==> src/rtl/direct_mapped_cache_ram.sv <==
// Direct-mapped, write-through / no-write-allocate cache in front of a multi-cycle backing RAM.
// Define CACHE_STATS_EN to add saturating hit_count / miss_count outputs.
module direct_mapped_cache_ram #(
    parameter int unsigned DATA_WIDTH  = 8,
    parameter int unsigned ADDR_WIDTH  = 8,
    parameter int unsigned NUM_LINES   = 8,
    parameter int unsigned LINE_WORDS  = 4,
    parameter int unsigned MEM_LATENCY = 2
) (
    input  logic                  clk,
    input  logic                  reset,
    input  logic                  req_valid,
    output logic                  req_ready,
    input  logic                  req_we,
    input  logic [ADDR_WIDTH-1:0] req_addr,
    input  logic [DATA_WIDTH-1:0] req_wdata,
    output logic                  resp_valid,
    output logic [DATA_WIDTH-1:0] resp_rdata,
    output logic                  resp_hit,
`ifdef CACHE_STATS_EN
    output logic [15:0]           hit_count,
    output logic [15:0]           miss_count,
`endif
    input  logic                  flush
);

    localparam int unsigned OFF_W   = $clog2(LINE_WORDS);
    localparam int unsigned IDX_W   = $clog2(NUM_LINES);
    localparam int unsigned TAG_W   = ADDR_WIDTH - OFF_W - IDX_W;
    localparam int unsigned LINE_AW = OFF_W + IDX_W;
    localparam int unsigned CNT_W   = (MEM_LATENCY > 1) ? $clog2(MEM_LATENCY) : 1;

    localparam logic [CNT_W-1:0] LAT_LAST = CNT_W'(MEM_LATENCY - 1);
    localparam logic [OFF_W-1:0] OFF_LAST = {OFF_W{1'b1}};

    typedef enum logic [2:0] {
        StIdle,
        StLookup,
        StFill,
        StWrite,
        StResp
    } state_e;

    state_e                  state_q, state_d;
    logic [ADDR_WIDTH-1:0]   addr_q, addr_d;
    logic                    we_q, we_d;
    logic [DATA_WIDTH-1:0]   wdata_q, wdata_d;
    logic                    hit_q, hit_d;
    logic [CNT_W-1:0]        lat_cnt_q, lat_cnt_d;
    logic [OFF_W-1:0]        word_cnt_q, word_cnt_d;
    logic [NUM_LINES-1:0]    valid_q, valid_d;
    logic                    resp_valid_q, resp_valid_d;
    logic [DATA_WIDTH-1:0]   resp_rdata_q, resp_rdata_d;
    logic                    resp_hit_q, resp_hit_d;
`ifdef CACHE_STATS_EN
    logic [15:0]             hit_count_q, hit_count_d;
    logic [15:0]             miss_count_q, miss_count_d;
`endif

    // Storage arrays are deliberately left out of reset.
    logic [DATA_WIDTH-1:0]   mem_q        [2**ADDR_WIDTH];
    logic [DATA_WIDTH-1:0]   cache_data_q [2**LINE_AW];
    logic [TAG_W-1:0]        tag_store_q  [NUM_LINES];

    logic [IDX_W-1:0]        req_idx;
    logic [TAG_W-1:0]        req_tag;
    logic [LINE_AW-1:0]      req_line_word;
    logic [ADDR_WIDTH-1:0]   fill_addr;
    logic                    lookup_hit;
    logic                    lat_done;
    logic                    fill_we;
    logic                    mem_we;
    logic                    cache_we;
    logic                    tag_we;

    assign req_idx       = addr_q[OFF_W +: IDX_W];
    assign req_tag       = addr_q[ADDR_WIDTH-1 -: TAG_W];
    assign req_line_word = addr_q[LINE_AW-1:0];
    assign fill_addr     = {req_tag, req_idx, word_cnt_q};
    assign lookup_hit    = valid_q[req_idx] && (tag_store_q[req_idx] == req_tag);
    assign lat_done      = (lat_cnt_q == LAT_LAST);

    always_comb begin
        state_d      = state_q;
        addr_d       = addr_q;
        we_d         = we_q;
        wdata_d      = wdata_q;
        hit_d        = hit_q;
        lat_cnt_d    = lat_cnt_q;
        word_cnt_d   = word_cnt_q;
        valid_d      = valid_q;
        resp_valid_d = 1'b0;
        resp_rdata_d = resp_rdata_q;
        resp_hit_d   = resp_hit_q;
        fill_we      = 1'b0;
        mem_we       = 1'b0;
        cache_we     = 1'b0;
        tag_we       = 1'b0;
`ifdef CACHE_STATS_EN
        hit_count_d  = hit_count_q;
        miss_count_d = miss_count_q;
`endif

        unique case (state_q)
            StIdle: begin
                // Flush wins over a simultaneous request.
                if (flush) begin
                    valid_d = '0;
`ifdef CACHE_STATS_EN
                    hit_count_d  = '0;
                    miss_count_d = '0;
`endif
                end else if (req_valid) begin
                    addr_d  = req_addr;
                    we_d    = req_we;
                    wdata_d = req_wdata;
                    state_d = StLookup;
                end
            end
            StLookup: begin
                hit_d      = lookup_hit;
                lat_cnt_d  = '0;
                word_cnt_d = '0;
                if (we_q) begin
                    state_d = StWrite;
                end else if (lookup_hit) begin
                    state_d = StResp;
                end else begin
                    // Line is half-overwritten during the fill, so drop it up front.
                    valid_d[req_idx] = 1'b0;
                    state_d          = StFill;
                end
            end
            StFill: begin
                if (lat_done) begin
                    lat_cnt_d  = '0;
                    fill_we    = 1'b1;
                    word_cnt_d = word_cnt_q + OFF_W'(1);
                    if (word_cnt_q == OFF_LAST) begin
                        valid_d[req_idx] = 1'b1;
                        tag_we           = 1'b1;
                        state_d          = StResp;
                    end
                end else begin
                    lat_cnt_d = lat_cnt_q + CNT_W'(1);
                end
            end
            StWrite: begin
                if (lat_done) begin
                    mem_we   = 1'b1;
                    cache_we = hit_q;
                    state_d  = StResp;
                end else begin
                    lat_cnt_d = lat_cnt_q + CNT_W'(1);
                end
            end
            StResp: begin
                resp_valid_d = 1'b1;
                resp_hit_d   = hit_q;
                resp_rdata_d = we_q ? '0 : cache_data_q[req_line_word];
`ifdef CACHE_STATS_EN
                if (hit_q) begin
                    if (hit_count_q != 16'hFFFF) hit_count_d = hit_count_q + 16'd1;
                end else begin
                    if (miss_count_q != 16'hFFFF) miss_count_d = miss_count_q + 16'd1;
                end
`endif
                state_d = StIdle;
            end
            default: state_d = StIdle;
        endcase
    end

    always_ff @(posedge clk or posedge reset) begin
        if (reset) begin
            state_q      <= StIdle;
            addr_q       <= '0;
            we_q         <= 1'b0;
            wdata_q      <= '0;
            hit_q        <= 1'b0;
            lat_cnt_q    <= '0;
            word_cnt_q   <= '0;
            valid_q      <= '0;
            resp_valid_q <= 1'b0;
            resp_rdata_q <= '0;
            resp_hit_q   <= 1'b0;
`ifdef CACHE_STATS_EN
            hit_count_q  <= '0;
            miss_count_q <= '0;
`endif
        end else begin
            state_q      <= state_d;
            addr_q       <= addr_d;
            we_q         <= we_d;
            wdata_q      <= wdata_d;
            hit_q        <= hit_d;
            lat_cnt_q    <= lat_cnt_d;
            word_cnt_q   <= word_cnt_d;
            valid_q      <= valid_d;
            resp_valid_q <= resp_valid_d;
            resp_rdata_q <= resp_rdata_d;
            resp_hit_q   <= resp_hit_d;
`ifdef CACHE_STATS_EN
            hit_count_q  <= hit_count_d;
            miss_count_q <= miss_count_d;
`endif
        end
    end

    always_ff @(posedge clk) begin
        if (mem_we) begin
            mem_q[addr_q] <= wdata_q;
        end
        if (fill_we) begin
            cache_data_q[{req_idx, word_cnt_q}] <= mem_q[fill_addr];
        end
        if (cache_we) begin
            cache_data_q[req_line_word] <= wdata_q;
        end
        if (tag_we) begin
            tag_store_q[req_idx] <= req_tag;
        end
    end

    assign req_ready  = (state_q == StIdle);
    assign resp_valid = resp_valid_q;
    assign resp_rdata = resp_rdata_q;
    assign resp_hit   = resp_hit_q;
`ifdef CACHE_STATS_EN
    assign hit_count  = hit_count_q;
    assign miss_count = miss_count_q;
`endif

endmodule

==> config.mk <==
export PLATFORM = sky130hd
export DESIGN_NAME = direct_mapped_cache_ram
export DESIGN_NICKNAME = d
export VERILOG_FILES = /design/src/rtl/direct_mapped_cache_ram.sv
export SDC_FILE = /design/constraint.sdc
export NUM_CORES = 2
export LEC_CHECK = 0
export BUFFER_PORTS_ARGS = -buffer_cell sky130_fd_sc_hd__buf_4
export CORE_AREA = 2 2 517 519
export CTS_BUF_LIST = sky130_fd_sc_hd__clkbuf_8
export CTS_CLUSTER_DIAMETER = 120
export CTS_CLUSTER_SIZE = 20
export DETAILED_ROUTE_END_ITERATION = 8
export DIE_AREA = 0 0 519 521
export MAX_ROUTING_LAYER = met4
export PLACE_DENSITY = 0.5
export SETUP_SLACK_MARGIN = 0.5
export SYNTH_ARGS = -nofsm -noshare
export SYNTH_HDL_FRONTEND = slang
export SYNTH_SLANG_ARGS = --single-unit
==> constraint.sdc <==
create_clock -name clk -period 5.5 [get_ports clk]
set_input_delay 1.1 -clock clk [delete_from_list [all_inputs] [get_ports clk]]
set_output_delay 1.1 -clock clk [all_outputs]
set_load 0.05 [all_outputs]
==> results.md <==
- Top routing layer in use: met4
- Count of final hold-check violations: 0
- Total standard cell area after synthesis: approximately 0.092 sq mm
- Number of clock sinks seen by CTS: 2370
- Power Total: 48.37 mW
- Setup tns final: 0 ns
- Worst hold path endpoint: we_q
- Leakage power total: between 20 and 30 nW
- Number of cells in the design after placement: 7956
- Minimum period implied by the final worst setup slack: ~4.7 ns
- Routed vias: about 45k
- Measured slew at the worst slew-check pin: ~1.3 ns
- Largest net degree at the start of global routing: slightly below 200
- CP max stage cell: sky130_fd_sc_hd__dfrtp_4
- Amount of wire on met3 after detailed routing: 16.18 mm
- Setup violation total in the final timing report: 0
- Number of DRC violations after detailed-routing iteration 0: 5521
- First-pass GRT wire length: 366.4 mm
- Max Buffers Root-to-Sink: 3
- Cell count after synthesis: 4364
- Slack of the critical path: 0.7850 ns
- Kind of end point of the critical path: flop
- Number of antenna violations at the first check in global routing: 18
- Register bit count reported by yosys: 2370
- Post-layout net count: 4584
- Clock transition at the registers of the reported paths: about 0.13 ns
- Endpoint required time on the critical path: 6.23 ns
- Clock latency at the later pin of the worst-skew pair: about 0.99 ns
- Y dimension of the die: 521 microns
- Total Routed Length: 261.6 mm
- Global-route congestion overflow total: 0
- Num CTS Buffers: 137
- Number of iterations in the first detailed-routing pass: 5
- Initial Utilization: 34.89%
- Post-synth top flop: sky130_fd_sc_hd__edfxtp_1
- Max Clk Rate: between 200 and 250 MHz
- RSZ-0062 raised after global routing: no
- Startpoint types: flop
- Post-synthesis async set-or-reset flop share: 1.772%
- Commonest cells in the synthesized netlist: sky130_fd_sc_hd__edfxtp_1 (2328), sky130_fd_sc_hd__mux4_2 (573), sky130_fd_sc_hd__nor2_1 (352)
- CP Launch Point: addr_q[3]
- Syn_nets: between 4k and 5k
- Tcrit/Tclk final: a little under nine tenths
- Remaining number of nets flagged by the antenna check after routing: 0
- Clock Skew: 0.07096 ns
- Die width: 519 microns
- Maximum resistive drop on vdd: 0.4129 mV
- Vias in the first global route: 45.31k
- Met1 wire length: 116.9 mm
- DRC violation count after routing: 0
- Die footprint: 0.2704 sq mm
- Area overhead of the layout relative to synthesis: 8.717%
- Final standard cell count with taps included and fillers excluded: 8140
- Mean post-synth cell area: 21.14 sq um
- Share of cells above drive strength 1: 24.79%
- Power density cells: around 480 mW/mm^2
- Area post-placement: 0.09813 sq mm
- Count of synthesis-stage warnings from yosys: 0
- Worst Setup Slack post-DPL: 0.4748 ns
- Origin of the critical flop-to-flop path: addr_q[3]
- Final Util: 37.93%
- Max-cap violations: 0
- Hold depth: 2
- Run status: finished, final reports clean
- Worst slew margin: 13.99%
- Crit path kind: reg2reg
- Share of the synthesized area in the top cell type: 75.78%
- Register area share after synthesis: 76.92%
- Routed len/inst: 32.14 microns
- R2R Setup Slk: 0.79 ns
- # port buffers: 31
- CTS H-Tree Depth: 4
- Placed wire-length estimate: 163.3 mm
- Final cell area excluding filler cells: 0.1003 sq mm
- Via-to-Cell Ratio: ~5.5
- Origin of the worst min-delay path: req_we
- Met2 Wirelength: 123.2 mm
- Boundary Pins: 32
- Post-synth EDFFs: 2328
- Routability-driven placement congestion ratio: 0.8290
- Most used standard cell by instance count after synthesis: sky130_fd_sc_hd__edfxtp_1
- Synth area leader: sky130_fd_sc_hd__edfxtp_1
- Maximum fanout count along the critical path: 32
- Top area cells in the synthesized netlist: sky130_fd_sc_hd__edfxtp_1 (76%), sky130_fd_sc_hd__mux4_2 (14%), sky130_fd_sc_hd__mux2i_1 (1.7%)
- Largest stage delay on the critical path: 0.79 ns
- Crit-path cells: buf_4, or3_1, o22a_1, o221ai_1, nor3_1, o22ai_1, nor3_1, o32a_1, buf_4
- HP Class: in2reg
- Root buffer cell: sky130_fd_sc_hd__clkbuf_8
- Number of distinct library cell variants in the gate-level netlist after synthesis: between 60 and 70
- Core area: approximately 0.26 sq mm
- Standard-cell rows: 189
- Terminus of the critical flop-to-flop path: cache_data_q[17][4]
- Final worst hold slack: 0.3504 ns
- TritonCTS clock tree: done
- Cells on worst reg2reg path: 9
- Pins Over Slew Limit: 0
- Count of filler cells inserted in the layout: approximately 24k
- CP Data Arrival Time: 5.44 ns
- Total routing usage reported by global routing: 19.71%
logic make-up (layout without fill, tap and decap cells):
| kind of cell | after synthesis | in the layout | synth area share [%] |
|---|---|---|---|
| compound gates | 312 | 312 | 2.337 |
| xor+xnor | 3 | 3 | 0.02849 |
| fa+ha+maj | 1 | 1 | 0.01356 |
| buf+inv | 274 | 508 | 1.614 |
| flops | 2370 | 2370 | 76.92 |
| mux | 757 | 757 | 16.03 |
| other cells | 0 | 9 | 0 |
| simple gates | 647 | 647 | 3.057 |
critical path: cells and delay by family, from the launching register on:
family / cells / cell delay (ns)
buf+inv: 2 / 0.78
flops: 1 / 0.79
simple gates: 3 / 1.53
compound gates: 4 / 1.26
routing by layer:
metal | global-route usage (%) | up-vias
li1 | - | 18310
met1 | 28.15 | 24820
met2 | 30.18 | 1607
met3 | 2.811 | 261
met4 | 4.184 | 0
met5 | - | -
placed cells by master (no fill, tap or decap), types with 27 or more instances in the layout:
| master | netlist | final |
|---|---|---|
| sky130_fd_sc_hd__edfxtp_1 | 2328 | 2328 |
| sky130_fd_sc_hd__clkbuf_8 | 0 | 138 |
| sky130_fd_sc_hd__buf_12 | 0 | 27 |
| sky130_fd_sc_hd__o21ai_0 | 36 | 36 |
| sky130_fd_sc_hd__a21oi_1 | 55 | 53 |
| sky130_fd_sc_hd__nand2_1 | 137 | 125 |
| sky130_fd_sc_hd__o22ai_1 | 71 | 71 |
| sky130_fd_sc_hd__buf_4 | 57 | 293 |
| sky130_fd_sc_hd__mux4_2 | 573 | 573 |
| sky130_fd_sc_hd__nor2_1 | 352 | 349 |
| sky130_fd_sc_hd__nor3_1 | 31 | 31 |
| sky130_fd_sc_hd__mux2i_1 | 155 | 155 |
| sky130_fd_sc_hd__inv_1 | 11 | 29 |
| sky130_fd_sc_hd__mux2_2 | 29 | 29 |
sequential cells by signal, indices dropped and copies added, names as in the netlist, 3 cells and up:
register      flops
state_q           3
mem_q          2048
addr_q            8
cache_data_q    256
valid_q           8
tag_store_q      24
resp_rdata        8
wdata_q           8
worst max path at each step:
| stage | depth (start not counted) | endpoint | slack [ns] |
|---|---|---|---|
| 6_report | 9 | cache_data_q[17][4] | 0.79 |
| 5_1_grt | 8 | cache_data_q[17][0] | 0.71 |
| 4_1_cts | 9 | cache_data_q[17][6] | 0.74 |
| 3_5_place_dp | 10 | cache_data_q[21][3] | 0.47 |
| 3_3_place_gp | 9 | cache_data_q[20][3] | 0.47 |
| 2_1_floorplan | 2 | cache_data_q[0][0] | 0.75 |
power breakdown:
part | switching [mW] | internal (mW)
sequential | 0.871 | 23.4
clock | 5.49 | 2.36
combinational | 10.8 | 5.40
cell type report:
| type | count | area (sq um) | share of cell area [%] |
|---|---|---|---|
| Multi-Input combinational cell | 1720 | 19900 | 19.84 |
| Timing Repair Buffer | 320 | 2740 | 2.732 |
| Antenna cell | 9 | 22.52 | 0.02246 |
| Sequential cell | 2370 | 71010 | 70.81 |
| Clock inverter | 37 | 236.5 | 0.2358 |
| Clock buffer | 138 | 1899 | 1.894 |
| Tap cell | 3533 | 4420 | 4.408 |
| Inverter | 13 | 57.56 | 0.05739 |
what timing repair did:
| action | 4_1_cts | 5_1_grt |
|---|---|---|
| hold buffers | 0 | 0 |
| cloned | 0 | 0 |
| setup endpoints to repair | 32 | 32 |
| buffers inserted | 0 | 0 |
| gates resized for setup | 1 | 1 |
(Power assumes the default switching activity.)
